===== src/rtl/mem_port_arbiter.sv =====
// Two-requester (IF/MEM) arbiter for a single memory port with bus timeout.
// Optional IF anti-starvation is enabled by defining ARB_FAIRNESS_EN.
module mem_port_arbiter #(
  parameter int TIMEOUT    = 15,
  parameter int FAIR_LIMIT = 4
) (
  input  logic        clk,
  input  logic        rst,
  input  logic        if_req,
  input  logic [31:0] if_addr,
  output logic [31:0] if_rdata,
  output logic        if_ack,
  input  logic        mem_rd,
  input  logic        mem_wr,
  input  logic [31:0] mem_addr,
  input  logic [31:0] mem_wdata,
  output logic [31:0] mem_rdata,
  output logic        mem_ack,
  output logic        bus_req,
  output logic        bus_we,
  output logic [31:0] bus_addr,
  output logic [31:0] bus_wdata,
  input  logic [31:0] bus_rdata,
  input  logic        bus_ready,
  output logic        stall_if,
  output logic        stall_mem,
  output logic        bus_err
);

  localparam int TW = $clog2(TIMEOUT + 1);

  typedef enum logic [1:0] {IDLE, BUSY_IF, BUSY_MEM, RESP} state_t;

  state_t        state_reg, state_next;
  logic [TW-1:0] timer_reg, timer_next;
  logic          bus_req_reg, bus_req_next;
  logic          bus_we_reg, bus_we_next;
  logic [31:0]   bus_addr_reg, bus_addr_next;
  logic [31:0]   bus_wdata_reg, bus_wdata_next;
  logic [31:0]   if_rdata_reg, if_rdata_next;
  logic [31:0]   mem_rdata_reg, mem_rdata_next;
  logic          if_ack_reg, if_ack_next;
  logic          mem_ack_reg, mem_ack_next;
  logic          bus_err_reg, bus_err_next;

  logic          mem_pend;
  logic          fair_block;
  logic          grant_mem, grant_if;
  logic          done, done_err;
  logic [31:0]   done_data;

  assign mem_pend  = mem_rd | mem_wr;
  assign grant_mem = (state_reg == IDLE) && mem_pend && !fair_block;
  assign grant_if  = (state_reg == IDLE) && if_req && !grant_mem;

`ifdef ARB_FAIRNESS_EN
  localparam int FW = $clog2(FAIR_LIMIT + 1);

  logic [FW-1:0] fair_reg, fair_next;

  // Once MEM has won FAIR_LIMIT times in a row over a waiting IF, IF goes next.
  assign fair_block = if_req && (fair_reg == FW'(FAIR_LIMIT));

  always_comb begin
    fair_next = fair_reg;
    if (state_reg == IDLE) begin
      if (!if_req || grant_if)
        fair_next = '0;
      else if (grant_mem)
        fair_next = fair_reg + FW'(1);
    end
  end

  always_ff @(posedge clk) begin
    if (rst)
      fair_reg <= '0;
    else
      fair_reg <= fair_next;
  end
`else
  // FAIR_LIMIT is meaningless here; this folds to a constant 0 (strict MEM priority).
  assign fair_block = (FAIR_LIMIT < 0);
`endif

  always_comb begin
    state_next     = state_reg;
    timer_next     = timer_reg;
    bus_req_next   = bus_req_reg;
    bus_we_next    = bus_we_reg;
    bus_addr_next  = bus_addr_reg;
    bus_wdata_next = bus_wdata_reg;
    if_rdata_next  = if_rdata_reg;
    mem_rdata_next = mem_rdata_reg;
    if_ack_next    = 1'b0;
    mem_ack_next   = 1'b0;
    bus_err_next   = 1'b0;
    done           = 1'b0;
    done_err       = 1'b0;
    done_data      = 32'h0;

    case (state_reg)
      IDLE: begin
        timer_next = '0;
        if (grant_mem) begin
          state_next     = BUSY_MEM;
          bus_req_next   = 1'b1;
          bus_we_next    = mem_wr;
          bus_addr_next  = mem_addr;
          bus_wdata_next = mem_wdata;
        end else if (grant_if) begin
          state_next    = BUSY_IF;
          bus_req_next  = 1'b1;
          bus_we_next   = 1'b0;
          bus_addr_next = if_addr;
        end
      end

      BUSY_IF, BUSY_MEM: begin
        // A ready on the last allowed cycle still counts as a normal completion.
        if (bus_ready) begin
          done      = 1'b1;
          done_data = bus_rdata;
        end else if (timer_reg == TW'(TIMEOUT - 1)) begin
          done     = 1'b1;
          done_err = 1'b1;
        end else begin
          timer_next = timer_reg + TW'(1);
        end

        if (done) begin
          state_next   = RESP;
          bus_req_next = 1'b0;
          bus_err_next = done_err;
          if (state_reg == BUSY_MEM) begin
            mem_ack_next = 1'b1;
            if (!bus_we_reg)
              mem_rdata_next = done_data;
          end else begin
            if_ack_next   = 1'b1;
            if_rdata_next = done_data;
          end
        end
      end

      RESP:    state_next = IDLE;
      default: state_next = IDLE;
    endcase
  end

  always_ff @(posedge clk) begin
    if (rst) begin
      state_reg     <= IDLE;
      timer_reg     <= '0;
      bus_req_reg   <= 1'b0;
      bus_we_reg    <= 1'b0;
      bus_addr_reg  <= 32'h0;
      bus_wdata_reg <= 32'h0;
      if_rdata_reg  <= 32'h0;
      mem_rdata_reg <= 32'h0;
      if_ack_reg    <= 1'b0;
      mem_ack_reg   <= 1'b0;
      bus_err_reg   <= 1'b0;
    end else begin
      state_reg     <= state_next;
      timer_reg     <= timer_next;
      bus_req_reg   <= bus_req_next;
      bus_we_reg    <= bus_we_next;
      bus_addr_reg  <= bus_addr_next;
      bus_wdata_reg <= bus_wdata_next;
      if_rdata_reg  <= if_rdata_next;
      mem_rdata_reg <= mem_rdata_next;
      if_ack_reg    <= if_ack_next;
      mem_ack_reg   <= mem_ack_next;
      bus_err_reg   <= bus_err_next;
    end
  end

  assign bus_req   = bus_req_reg;
  assign bus_we    = bus_we_reg;
  assign bus_addr  = bus_addr_reg;
  assign bus_wdata = bus_wdata_reg;
  assign if_rdata  = if_rdata_reg;
  assign mem_rdata = mem_rdata_reg;
  assign if_ack    = if_ack_reg;
  assign mem_ack   = mem_ack_reg;
  assign bus_err   = bus_err_reg;
  assign stall_if  = if_req & ~if_ack_reg;
  assign stall_mem = mem_pend & ~mem_ack_reg;

endmodule


===== config.mk =====
export PLATFORM = sky130hd
export DESIGN_NAME = mem_port_arbiter
export DESIGN_NICKNAME = d
export VERILOG_FILES = /design/src/rtl/mem_port_arbiter.sv
export SDC_FILE = /design/constraint.sdc
export NUM_CORES = 1
export LEC_CHECK = 0
export CAP_MARGIN = 0
export CORE_ASPECT_RATIO = 2
export CORE_MARGIN = 2
export CORE_UTILIZATION = 40
export CTS_CLUSTER_DIAMETER = 80
export DETAILED_ROUTE_END_ITERATION = 16
export MAX_ROUTING_LAYER = met4
export PLACE_DENSITY_LB_ADDON = 0.3
export SLEW_MARGIN = 15
export SYNTH_ARGS = -nofsm -noshare
export SYNTH_HDL_FRONTEND = slang
export SYNTH_SLANG_ARGS = --single-unit

===== constraint.sdc =====
create_clock -name clk -period 4.3 [get_ports clk]
set_input_delay 1.29 -clock clk [delete_from_list [all_inputs] [get_ports clk]]
set_output_delay 1.29 -clock clk [all_outputs]
set_load 0.01 [all_outputs]

==> Implementation_results.wiki <==
{| class="wikitable"
! Metric !! Value
|-
| Outcome || finished, final reports clean
|-
| Full die area || around 15,000 sq um
|-
| Row cnt || 61
|-
| Setup total negative slack || 0 ps
|-
| Leading cell type in the layout, fill and taps excluded || clkdlybuf4s50_1
|-
| Count of clock tree sinks || 139
|-
| Capture point of the worst reg-to-reg path || state_reg[1]
|-
| Worst-Margin Slew || 669 ps
|-
| Maximum root-to-sink buffer count || 2
|-
| GPL Wtd Cong || ~0.83
|-
| Data arrival at the endpoint of the critical path || approximately 2700 ps
|-
| Worst reg2reg path startpoint || state_reg[0]
|-
| Clock buffer count from CTS || 17
|-
| Flip-flop cell with the highest count after synthesis || dfxtp_1
|-
| Number of distinct library cells after synthesis || 37
|-
| Total leakage power || 0.00318 uW
|-
| Area Overhead vs Synth || 58.6%
|-
| Switching component of the power || 2240 uW
|-
| Worst-case reg-to-reg path depth || 6
|-
| Fraction of synthesized cell area taken by the top area cell type || 0.491
|-
| Startpoint of the most critical hold path || bus_wdata[1]
|-
| Total via count after detailed routing || slightly below 6,000
|-
| Cells taking the most area after synthesis || dfxtp_1, a21oi_1, nand2_1, a311oi_1, a211oi_1
|-
| Path type of the worst setup path || primary input to output port
|-
| Cell accounting for the most synthesized area || dfxtp_1
|-
| Clock Skews || around 12 ps
|-
| Summed instance area of the synthesized netlist || 5670 sq um
|-
| Final hold viol count || 0
|-
| Count of mapped cells out of synthesis || 679
|-
| Worst setup startpoint || mem_wr
|-
| Vertical die dimension || around 170 um
|-
| Number of pins with negative max-slew slack in the final report || 0
|-
| Number of buffers inserted to repair setup after CTS || 0
|-
| Required time at the endpoint of the critical path || 3010 ps
|-
| Number of detailed-route iterations in the first pass || 4
|-
| Number of nets produced by synthesis || 819
|-
| Top library cells by usage in the layout, fill and taps aside || clkdlybuf4s50_1, nand2_1, a21oi_1
|-
| Detail-routed via count per cell || 5.28
|-
| Share of total power in the clock network || 0.251
|-
| Clock transition at the register clock pins on the worst setup and hold paths after CTS || 60 ps
|-
| Number of gates given a new drive strength after cts || 0
|-
| Critical-path cell list || clkdlybuf4s50_1 > nor2_1 > nor2_1 > clkdlybuf4s50_1
|-
| Crit. End Element || output port
|-
| Number of synthesized flops with an enable pin || 0
|-
| Maximum clock rate || 249 MHz
|-
| DRT iter0 DRCs || 263
|-
| Placed instance count || 1,085
|-
| Number of nets still failing antenna checks after routing || 0
|-
| HPWL Detailed || 12.7 mm
|-
| Worst rel slew slack || 0.553
|-
| Boundary pin count || 269
|-
| Core footprint || between 10,000 and 15,000 sq um
|-
| Maximum fanout along the worst path || 6
|-
| Reg2Reg Setup Slack || 2070 ps
|-
| CTS tree || built
|-
| Total of buffers placed on input and output ports || approximately 270
|-
| Overall Power || 5980 uW
|-
| Critical Path Slowest Stage Cell || clkdlybuf4s50_1
|-
| Combined buffer and inverter count along the critical path || 2
|-
| Sequential element share of the synthesized area || 0.491
|-
| Endpoint of the worst setup timing path || stall_mem
|-
| Layout Cells excl Fill || approximately 1,100
|-
| Combinational cell fraction of total power || 0.440
|-
| Number of register bits inferred by synthesis || 139
|-
| RSZ-0062 raised after global routing || no
|-
| CP peak stage delay || 640 ps
|-
| Class of the tightest hold or removal check || flip-flop to flip-flop
|-
| Final Routed Wirelength || between 15 and 20 mm
|-
| Depth of the critical timing path with buffers and inverters included || 4
|-
| Vias in the first global route || approximately 5,700
|-
| Nets || 1,055
|-
| Portion of total power attributed to sequential cells || 0.308
|-
| Number of H-tree branching levels || 4
|-
| Fin crit share || 0.935
|-
| Average cell area after synthesis || 8.35 sq um
|-
| Syn. warnings || 0
|-
| Overall routing resource usage || 0.251
|-
| Clock Latency Late Sink || approximately 410 ps
|-
| Switch share || 0.375
|-
| Power density of the placed cells || 665 nW/um^2
|-
| Top delay family on crit path || buffers and inverters
|-
| Clk root buf || clkbuf_16
|-
| Initial antenna violation count || 1
|-
| Final critical path time including I/O delays and setup || approximately 4000 ps
|-
| Async set or reset register ratio after synthesis || 0
|-
| Hold_buf cts || 0
|-
| First-pass GRT wire length || a little under 30 mm
|-
| Filler instances || 1,227
|-
| Internal Pwr Total || about 3700 uW
|-
| Fraction of layout cells with a size suffix above 1 || 0.0625
|-
| Initial Utilization || 0.408
|-
| Pin count of the biggest net entering global routing || 67
|-
| DRC violation count after routing || 0
|-
| Worst VDD drop || 628 uV
|-
| Width of the die || 88.2 um
|-
| GR Overflow Total || 0
|-
| Routed wire per std cell || 16.7 um
|-
| Critical Path Start Type || primary input
|-
| Total setup violations reported at the end of the flow || 0
|-
| Fin util || 0.647
|-
| Number of violations of the max-capacitance limit || 0
|}
[synth_stat cells, types with 5 or more instances]
library cell,number
a21oi_1,164
nand2_1,163
dfxtp_1,139
o21ai_0,33
a311oi_1,32
a211oi_1,30
clkbuf_1,30
buf_2,20
buf_6,8
ha_1,6
buf_4,5
inv_1,5
[kinds of logic after synthesis]
logic type | synth area share
AO/OA/AOI/OAI | 0.299
adder cells (fa/ha/maj) | 0.0132
buffers and inverters | 0.0634
flip-flops | 0.491
AND/OR/NAND/NOR | 0.133
[power groups by stage]
stage | clock (uW) | combinational [uW] | sequential [uW]
finish | 1500 | 2630 | 1840
global route | 1600 | 2880 | 1880
CTS | 1540 | 2650 | 1850
detailed placement | 0 | 2640 | 1860
global placement | 0 | 2620 | 1850
floorplan | 0 | 1380 | 1990
[layer usage]
metal,global-route usage,part of all wire
met5,-,0
met2,0.404,0.50
met1,0.281,0.38
met4,0.120,0.040
met3,0.0726,0.071
[cell type report]
type | count | area, sq um | share of cell area
Timing Repair Buffer | 280 | 2810 | 0.312
Sequential cell | 139 | 2780 | 0.309
Multi-Input combinational cell | 472 | 2530 | 0.282
Clock buffer | 19 | 453 | 0.0504
Tap cell | 189 | 236 | 0.0263
Clock inverter | 13 | 155 | 0.0173
Inverter | 5 | 18.8 | 0.00209
Antenna cell | 1 | 2.50 | 0.000278
[stage by stage]
stage / hold WS [ps] / worst slack (ps) / area, sq um
5_1_grt: 473 / 210 / 8990
4_1_cts: 456 / 300 / 8990
3_3_place_gp: 441 / 339 / 8380
2_1_floorplan: 481 / 1520 / 5670
3_5_place_dp: 447 / 315 / 8380
6_report: 453 / 278 / 8990
[how the worst min path moves through the flow]
stage	cells after the start	to
2_1_floorplan	2	bus_wdata[0]
3_3_place_gp	2	bus_wdata[14]
3_5_place_dp	2	bus_wdata[22]
4_1_cts	2	bus_wdata[22]
5_1_grt	2	bus_wdata[9]
6_report	2	bus_wdata[1]
[worst register-to-register path, stage by stage, from the launching register on]
cell,delay (ps)
dfxtp_1,310
inv_1,140
ha_1,220
buf_4,430
nor3b_1,630
a2111oi_0,160
a31o_2,250
Note: power is estimated with default switching activity, not from simulation.
